### src/rtl/x_and_pipe_pkg.sv
`default_nettype none
// ============================================================================
// Module   : x_and_pipe_pkg
// Purpose  : Shared constants and elaboration-time helpers for the pipelined
//            AND-reduction tree (stage count, index width, lanes per level,
//            legal parameter ranges).
// Ports    : none (package)
// Revision : 1.0 - initial release
// ============================================================================
package x_and_pipe_pkg;

  localparam int WIDTH_MIN = 2;
  localparam int WIDTH_MAX = 256;
  localparam int GROUP_MIN = 2;
  localparam int GROUP_MAX = 8;

  // Ceiling log2; clog2(1) = 0.
  function automatic int clog2(input int n);
    int r;
    r = 0;
    while ((1 << r) < n) r++;
    return r;
  endfunction

  // Number of lanes left after 'level' reduction levels.
  function automatic int lanes_after(input int width, input int group, input int level);
    int n;
    n = width;
    for (int s = 0; s < level; s++) n = (n + group - 1) / group;
    return n;
  endfunction

  // Number of registered levels needed to reduce 'width' lanes to one.
  function automatic int num_stages(input int width, input int group);
    int n;
    int s;
    n = width;
    s = 0;
    while (n > 1) begin
      n = (n + group - 1) / group;
      s++;
    end
    return s;
  endfunction

endpackage
`default_nettype wire

### src/rtl/x_and_pipe_stage.sv
`default_nettype none
// ============================================================================
// Module   : x_and_pipe_stage
// Purpose  : One registered level of the AND-reduction tree. Each output lane
//            merges GROUP input lanes: all-ones flag is the AND of the group,
//            index is taken from the lowest-numbered lane holding a zero.
// Ports    : clk, rst_n (async, active low), ce (hold when low)
//            valid_in/valid_out - valid bit travelling beside the data
//            ones_in  [N_IN]    / ones_out [N_OUT]     - per-lane all-ones flag
//            idx_in   [N_IN*IDXW]/ idx_out [N_OUT*IDXW] - per-lane lowest-zero index
// Revision : 1.0 - initial release
// ============================================================================
module x_and_pipe_stage
  import x_and_pipe_pkg::*;
#(
  parameter int N_IN  = 32,
  parameter int GROUP = 4,
  parameter int IDXW  = 5
) (
  input  logic                                         clk,
  input  logic                                         rst_n,
  input  logic                                         ce,
  input  logic                                         valid_in,
  input  logic [N_IN-1:0]                              ones_in,
  input  logic [N_IN*IDXW-1:0]                         idx_in,
  output logic                                         valid_out,
  output logic [lanes_after(N_IN, GROUP, 1)-1:0]       ones_out,
  output logic [lanes_after(N_IN, GROUP, 1)*IDXW-1:0]  idx_out
);

  localparam int N_OUT = lanes_after(N_IN, GROUP, 1);
  localparam int N_PAD = N_OUT * GROUP;

  // Missing lanes of the last group are padded with "all ones" so they can
  // never win the lowest-zero selection.
  logic [N_PAD-1:0]      ones_pad;
  logic [N_PAD*IDXW-1:0] idx_pad;

  if (N_PAD > N_IN) begin : g_pad
    assign ones_pad = {{(N_PAD - N_IN){1'b1}}, ones_in};
    assign idx_pad  = {{((N_PAD - N_IN) * IDXW){1'b0}}, idx_in};
  end else begin : g_nopad
    assign ones_pad = ones_in;
    assign idx_pad  = idx_in;
  end

  logic [N_OUT-1:0]      ones_d;
  logic [N_OUT*IDXW-1:0] idx_d;

  // Scan each group from its highest lane down so the lowest zero lane is the
  // last one written and therefore wins.
  always_comb begin
    ones_d = '1;
    idx_d  = '0;
    for (int o = 0; o < N_OUT; o++) begin
      for (int g = GROUP - 1; g >= 0; g--) begin
        if (!ones_pad[o*GROUP + g]) begin
          ones_d[o]                = 1'b0;
          idx_d[o*IDXW +: IDXW]    = idx_pad[(o*GROUP + g)*IDXW +: IDXW];
        end
      end
    end
  end

  // Data loads on every enabled cycle regardless of valid; valid alone
  // qualifies the meaning of the word.
  always_ff @(posedge clk or negedge rst_n) begin
    if (!rst_n) begin
      valid_out <= 1'b0;
      ones_out  <= '0;
      idx_out   <= '0;
    end else if (ce) begin
      valid_out <= valid_in;
      ones_out  <= ones_d;
      idx_out   <= idx_d;
    end
  end

endmodule
`default_nettype wire

### src/rtl/x_and_pipe.sv
`default_nettype none
// ============================================================================
// Module   : x_and_pipe
// Purpose  : Pipelined AND/NAND reduction of a WIDTH-bit word through a tree
//            of registered GROUP-input stages, also reporting the index of the
//            lowest zero bit and a pre-inversion all-ones flag.
// Ports    : CLK      - clock, rising edge
//            RST_N    - asynchronous active-low reset
//            CE       - clock enable, low freezes the whole pipeline
//            I        - input word, I_VALID qualifies it
//            O        - O_ALLONE xor INVERT
//            O_VALID  - outputs belong to a valid input word
//            O_IDX    - lowest zero bit index (0 when no zero bit)
//            O_ALLONE - every bit of the word was 1
// Revision : 1.0 - initial release
// ============================================================================
module x_and_pipe
  import x_and_pipe_pkg::*;
#(
  parameter int WIDTH  = 32,
  parameter int GROUP  = 4,
  parameter int INVERT = 0
) (
  input  logic                       CLK,
  input  logic                       RST_N,
  input  logic                       CE,
  input  logic [WIDTH-1:0]           I,
  input  logic                       I_VALID,
  output logic                       O,
  output logic                       O_VALID,
  output logic [clog2(WIDTH)-1:0]    O_IDX,
  output logic                       O_ALLONE
);

  localparam int STAGES = num_stages(WIDTH, GROUP);
  localparam int IDXW   = clog2(WIDTH);

  if (WIDTH < WIDTH_MIN || WIDTH > WIDTH_MAX) begin : g_bad_width
    $error("x_and_pipe: WIDTH %0d outside %0d..%0d", WIDTH, WIDTH_MIN, WIDTH_MAX);
  end
  if (GROUP < GROUP_MIN || GROUP > GROUP_MAX) begin : g_bad_group
    $error("x_and_pipe: GROUP %0d outside %0d..%0d", GROUP, GROUP_MIN, GROUP_MAX);
  end
  if (INVERT != 0 && INVERT != 1) begin : g_bad_invert
    $error("x_and_pipe: INVERT %0d must be 0 or 1", INVERT);
  end

  // Each level owns a WIDTH-lane slot in these flat chains; only the low
  // lanes_after(level) lanes are live, the rest are tied off.
  wire [(STAGES+1)*WIDTH-1:0]      ones_chain;
  wire [(STAGES+1)*WIDTH*IDXW-1:0] idx_chain;
  wire [STAGES:0]                  valid_chain;

  assign ones_chain[WIDTH-1:0] = I;
  assign valid_chain[0]        = I_VALID;

  // Level 0 lanes are single bits; their index is simply their bit position.
  for (genvar i = 0; i < WIDTH; i++) begin : g_lane0
    assign idx_chain[i*IDXW +: IDXW] = IDXW'(i);
  end

  for (genvar k = 0; k < STAGES; k++) begin : g_stage
    localparam int N_IN  = lanes_after(WIDTH, GROUP, k);
    localparam int N_OUT = lanes_after(WIDTH, GROUP, k + 1);

    x_and_pipe_stage #(
      .N_IN  (N_IN),
      .GROUP (GROUP),
      .IDXW  (IDXW)
    ) u_stage (
      .clk       (CLK),
      .rst_n     (RST_N),
      .ce        (CE),
      .valid_in  (valid_chain[k]),
      .ones_in   (ones_chain[k*WIDTH +: N_IN]),
      .idx_in    (idx_chain[k*WIDTH*IDXW +: N_IN*IDXW]),
      .valid_out (valid_chain[k+1]),
      .ones_out  (ones_chain[(k+1)*WIDTH +: N_OUT]),
      .idx_out   (idx_chain[(k+1)*WIDTH*IDXW +: N_OUT*IDXW])
    );

    if (N_OUT < WIDTH) begin : g_fill
      assign ones_chain[(k+1)*WIDTH + N_OUT +: WIDTH - N_OUT]               = '1;
      assign idx_chain[((k+1)*WIDTH + N_OUT)*IDXW +: (WIDTH - N_OUT)*IDXW]  = '0;
    end
  end

  // Tied-off lanes are never read by the tree; fold them here so they are
  // accounted for.
  wire unused_chain = ^{ones_chain, idx_chain};

  // Reset clears the final all-ones register, so O settles at INVERT.
  assign O_ALLONE = ones_chain[STAGES*WIDTH];
  assign O        = ones_chain[STAGES*WIDTH] ^ (INVERT != 0);
  assign O_IDX    = idx_chain[STAGES*WIDTH*IDXW +: IDXW];
  assign O_VALID  = valid_chain[STAGES];

endmodule
`default_nettype wire

### config.mk
export PLATFORM = sky130hd
export DESIGN_NAME = x_and_pipe
export DESIGN_NICKNAME = d
export VERILOG_FILES = /design/src/rtl/x_and_pipe_pkg.sv /design/src/rtl/x_and_pipe_stage.sv /design/src/rtl/x_and_pipe.sv
export SDC_FILE = /design/constraint.sdc
export NUM_CORES = 1
export LEC_CHECK = 0
export BUFFER_PORTS_ARGS = -buffer_cell sky130_fd_sc_hd__buf_2
export CORE_ASPECT_RATIO = 0.75
export CORE_MARGIN = 2
export CORE_UTILIZATION = 48
export DETAILED_ROUTE_END_ITERATION = 8
export GPL_ROUTABILITY_DRIVEN = 0
export PLACE_DENSITY_LB_ADDON = 0.2
export SKIP_LAST_GASP = 1
export SLEW_MARGIN = 10
export SYNTH_ARGS = -nofsm -noshare
export SYNTH_HDL_FRONTEND = slang
export SYNTH_SLANG_ARGS = --single-unit
### constraint.sdc
create_clock -name CLK -period 1.19 [get_ports CLK]
set_input_delay 0.0595 -clock CLK [delete_from_list [all_inputs] [get_ports CLK]]
set_output_delay 0.0595 -clock CLK [all_outputs]
set_load 0.02 [all_outputs]
### Word-level counts from Yosys, hierarchy flattened

Index checks and enable logic that the tools add are counted.

| cells by class | value |
|---|---|
| multiplexer cells | 84 |

Operators by type and width:

| cell | count |
|---|---|
| $mux W5 | 26 |
| $mux W1 | 42 |
| $mux W4 | 8 |
| $mux W3 | 4 |
| $mux W2 | 4 |

| word-level totals | value |
|---|---|
| bits in registers | 69 |
| input port bits | 36 |
| output and inout port bits | 8 |
| word-level logic and storage cells | 93 |

### Logic depth before layout (Yosys ltp)

| logic depth | value |
|---|---|
| depth after elaboration | 4 |
| gate-level depth with buffers | 4 |
| depth with buffers taken out | 3 |

### By module

Synthesis repeated with hierarchy kept, for this count alone.

| second synthesis, totals | value |
|---|---|
| cell total of the unflattened synthesis | 522 |
| area total of the unflattened synthesis | 4608.2 um2 |

Modules (own cells, without submodules):

| module | times used | cells an instance | area an instance (um2) | sequential area each (um2) |
|---|---|---|---|---|
| x_and_pipe_stage (g_stage[0].u_stage) | 1 | 388 | 3338.2 | 1226.2 |
| x_and_pipe_stage (g_stage[1].u_stage) | 1 | 98 | 910.9 | 325.3 |
| x_and_pipe_stage (g_stage[2].u_stage) | 1 | 33 | 344.1 | 175.2 |
| x_and_pipe | 1 | 3 | 15.0 | 0.0 |

### Least setup slack after synthesis

OpenSTA, ideal clock, no wires.

| path | value |
|---|---|
| path kind | flip-flop to flip-flop |
| start point | reg g_stage[0].u_stage.ones_out[4] |
| end point | reg g_stage[1].u_stage.idx_out[9] |
| arrival time | 927 ps |
| data required time | 1062 ps |
| slack | 135 ps |
| cell stages (with the launch flop) | 4 |
| path buffers | 0 |
| path through | dfrtp_1 -> or3b_1 -> o21ai_0 -> a21oi_1 |

| between the ends | value |
|---|---|
| word-level cells in the longest chain between the ends | 1 |

Ends and longest elaborated chain:

| element | RTL line | text |
|---|---|---|
| start, declared | x_and_pipe_stage.sv:27 | `output logic [lanes_after(N_IN, GROUP, 1)-1:0] ones_out,` |
| start signal, assigned | x_and_pipe_stage.sv:74 | `ones_out <= ones_d;` |
| $mux W5 | x_and_pipe_stage.sv:57 | `if (!ones_pad[o*GROUP + g]) begin` |
| end signal, assigned | x_and_pipe_stage.sv:75 | `idx_out <= idx_d;` |
| end, declared | x_and_pipe_stage.sv:28 | `output logic [lanes_after(N_IN, GROUP, 1)*IDXW-1:0] idx_out` |

Every way passes these cells.
A chain may end at the register's enable or synchronous reset.

### Worst setup path in the final report

| path | value |
|---|---|
| start point | reg g_stage[0].u_stage.ones_out[6] |
| end point | reg g_stage[1].u_stage.idx_out[8] |

| between the ends | value |
|---|---|
| word-level cells in the longest chain between the ends | 3 |

Ends and longest elaborated chain:

| element | RTL line |
|---|---|
| $mux W5 (3 in a row) | x_and_pipe_stage.sv:57 |

Every way passes these cells.

==> metrics.txt <==
Slew Viols, Final=0; WP data arrival=1.27 ns; sequential element share of the synthesized area=52.6%; vias in the first global route=1689; transition time of the tightest slew-check pin=0.336 ns; CP Launch Type=register; Starting Density=49.8%; Setup crit end=g_stage[1].u_stage.idx_out[8]; setup TNS=0 ns; Post-Syn Nets=277; maximum VDD drop=0.610 mV; clock latency on the worst-skew pair=0.31 ns; CP max FO=8; Synth area leader=dfrtp_1; crit share post-route=91.1%; power after layout=3.65 mW; DRT Pass-1 Iters=4; Compound-Gate Fraction of Synth Area=19.8%; First DRT Iteration DRCs=82; largest family of logic cells by synthesized area=compound AO/OA/AOI/OAI gates; wire per inst=13.1 µm; global route overflow=0; Die Area=5650 µm²; fraction of registers with async set/reset=100%; Yosys top cell area share=52.6%; post-synthesis mux area share=3.04%; Clock Skews=0.0125 ns; Netlist cell types=33; final hold violation count=0; Core Area=4870 µm²; largest net degree at the start of global routing=42; stages on the worst setup path=3; share of cells above drive strength 1=27.3%; CP max stage delay=0.45 ns; postcts setup bufs=0; Design Area, Final=2890 µm²; Worst Setup End Kind=register; CP top delay family=flip-flops; vias per cell=5.20; mapped cell area=2430 µm²; I/O pin cnt=44; CTS buffer count=5; pwr/cell area=1270 nW/µm²; r2r setup slk=0.11 ns; Area growth syn-to-layout=18.8%; post-route ant nets=0; Setup CP Type=reg -> reg; Simple-Gate Fraction of Synth Area=15.5%; vias=1837; Post-synth EDFFs=0; endpoints failing setup=0; root buf cell=clkbuf_8; Warnings, synthesis=0; Tot GR Track Use=18.7%; Critical-path top delay cell=dfrtp_2; Max clock buf depth=2; Top FF cell, synth=dfrtp_1; Std-Cell Rows=22; Mean Syn Cell Area=10.1 µm²; synthesized flop and latch total=51; DRC viols=0; Adder-Cell Fraction of Synth Area=0%; R2R cell count=3; nets=328; fillers=446; Cell Chain, Critical Path=and3b_1, o2111ai_1, o21ai_0; cells after synthesis=241; drt total wl=4610 µm; # port buffers=43; outcome=finished, final reports clean; Placement Cell Area=2700 µm²; Worst EP required=1.37 ns; Antenna diodes=0; worst hold path class=in -> reg; crit path launch=g_stage[0].u_stage.ones_out[6]; slew margin rel.=77.6%; initial antenna violation count=0; leakage=1.31 nW; global-route wire length before repair=8100 µm; Synth area leaders=dfrtp_1 53%, o21ai_0 6.2%, inv_1 5.1%; fmax=922 MHz; xor/xnor share of the synthesized area=0%; clock net sink count=51; worst path bufs/invs=0; FF-to-FF End=g_stage[1].u_stage.idx_out[8]; final worst path period need=1.08 ns; unrepaired setup endpoints after global routing=false; die width=86.1 µm; die height=65.6 µm; reg-to-reg startpoint=g_stage[0].u_stage.ones_out[6]; CTS tree=yes; max-cap violations=0; worst hold margin=0.00538 ns; Reg clk slew, reported paths=0.09 ns; Final HPWL DP=3380 µm; htree depth=2
worst reg2reg max path: stages, from the launching register on:
cell and delay [ns]:
dfrtp_2 0.45, and3b_1 0.22, o2111ai_1 0.17, o21ai_0 0.12
cells by family after synthesis:
| group | count (synthesis) |
|---|---|
| AO/OA/AOI/OAI | 73 |
| multiplexers | 7 |
| AND/OR/NAND/NOR | 66 |
| flip-flops | 51 |
| buffers and inverters | 44 |
layout by cell type, fill, tap and decap left out, types with 3 or more instances in the layout:
master          n
dfrtp_1        50
buf_2          43
inv_1          33
o21ai_0        30
nand2_1        12
nand3_1        12
nand4_1        11
nor2b_1         9
o21a_1          7
a31o_2          6
and3_2          6
clkbuf_8        6
dlygate4sd3_1   6
a31oi_1         5
a21oi_1         5
nand3b_1        4
nand2b_1        4
o22a_1          4
a22oi_1         4
nor2_1          4
mux2_2          3
a21boi_0        3
o22ai_1         3
o21ai_2         3
mux2i_1         3
buf_4           3
buf_12          3
routing by layer:
metal	up-vias	global-route usage, %	share of wire [%]
met4	0	4.76	1.0
met3	5	5.65	4.1
met5	-	0	0
met1	844	29.4	55
li1	949	-	-
met2	39	24.5	40
worst min path at each step:
stage / startpoint / to / slack, ns / cells after the start
after global placement: RST_N / g_stage[0].u_stage.valid_out / -0.02 / 1
after global routing: I[28] / g_stage[0].u_stage.idx_out[35] / 0.003 / 2
after detailed placement: RST_N / g_stage[0].u_stage.idx_out[21] / -0.02 / 1
after floorplan: RST_N / g_stage[0].u_stage.idx_out[0] / -0.24 / 0
after CTS: I[21] / g_stage[0].u_stage.idx_out[26] / 0.0005 / 3
final: I[25] / g_stage[0].u_stage.idx_out[31] / 0.005 / 3
final cells by class:
class / count / area [µm²] / area share (%)
inverters: 33 / 124 / 4.29
flip-flops and latches: 51 / 1280 / 44.3
repair buffers: 55 / 358 / 12.4
well taps: 60 / 75.1 / 2.60
multi-input cells: 146 / 933 / 32.4
clock inverters: 2 / 35.0 / 1.21
clock buffers: 6 / 82.6 / 2.86
per-stage QoR:
| stage | setup WS (ns) | std cells | util (%) |
|---|---|---|---|
| 6_report | 0.105 | 353 | 59.2 |
| 5_1_grt | 0.00611 | 353 | 59.2 |
| 4_1_cts | 0.0986 | 352 | 58.9 |
| 3_5_place_dp | 0.113 | 339 | 55.5 |
| 3_3_place_gp | 0.153 | 339 | 55.5 |
| 2_1_floorplan | 0.135 | 241 | - |
repair_timing:
item	in CTS	in global routing
setup endpoints to repair	0	1
gates resized for setup	0	2
endpoints found under the hold margin	55	1
hold buffers	5	1
registers in the layout, summed over array words and instances, names as in the netlist:
name,flops
g_stage.u_stage.ones_out,11
g_stage.u_stage.idx_out,37
g_stage.u_stage.valid_out,3
power by group:
part | internal, mW | leakage [nW] | total [mW] | switching (mW)
Clock | 0.681 | 0.0612 | 1.26 | 0.580
Sequential | 1.85 | 0.629 | 1.92 | 0.0737
Combinational | 0.223 | 0.620 | 0.468 | 0.245
Total | 2.75 | 1.31 | 3.65 | 0.899
synth_stat cells, types with 3 or more instances:
| library cell | n |
|---|---|
| dfrtp_1 | 51 |
| inv_1 | 33 |
| o21ai_0 | 30 |
| nand2_1 | 12 |
| nand3_1 | 12 |
| nand4_1 | 11 |
| nor2b_1 | 9 |
| o21a_1 | 7 |
| a31o_2 | 6 |
| and3_2 | 6 |
| a21oi_1 | 5 |
| a31oi_1 | 5 |
| buf_6 | 5 |
| a22oi_1 | 4 |
| buf_2 | 4 |
| mux2i_1 | 4 |
| nand2b_1 | 4 |
| nand3b_1 | 4 |
| nor2_1 | 4 |
| o22a_1 | 4 |
| a21boi_0 | 3 |
| mux2_2 | 3 |
| o21ai_2 | 3 |
| o22ai_1 | 3 |
No activity file was read; power rests on OpenSTA's default activity.
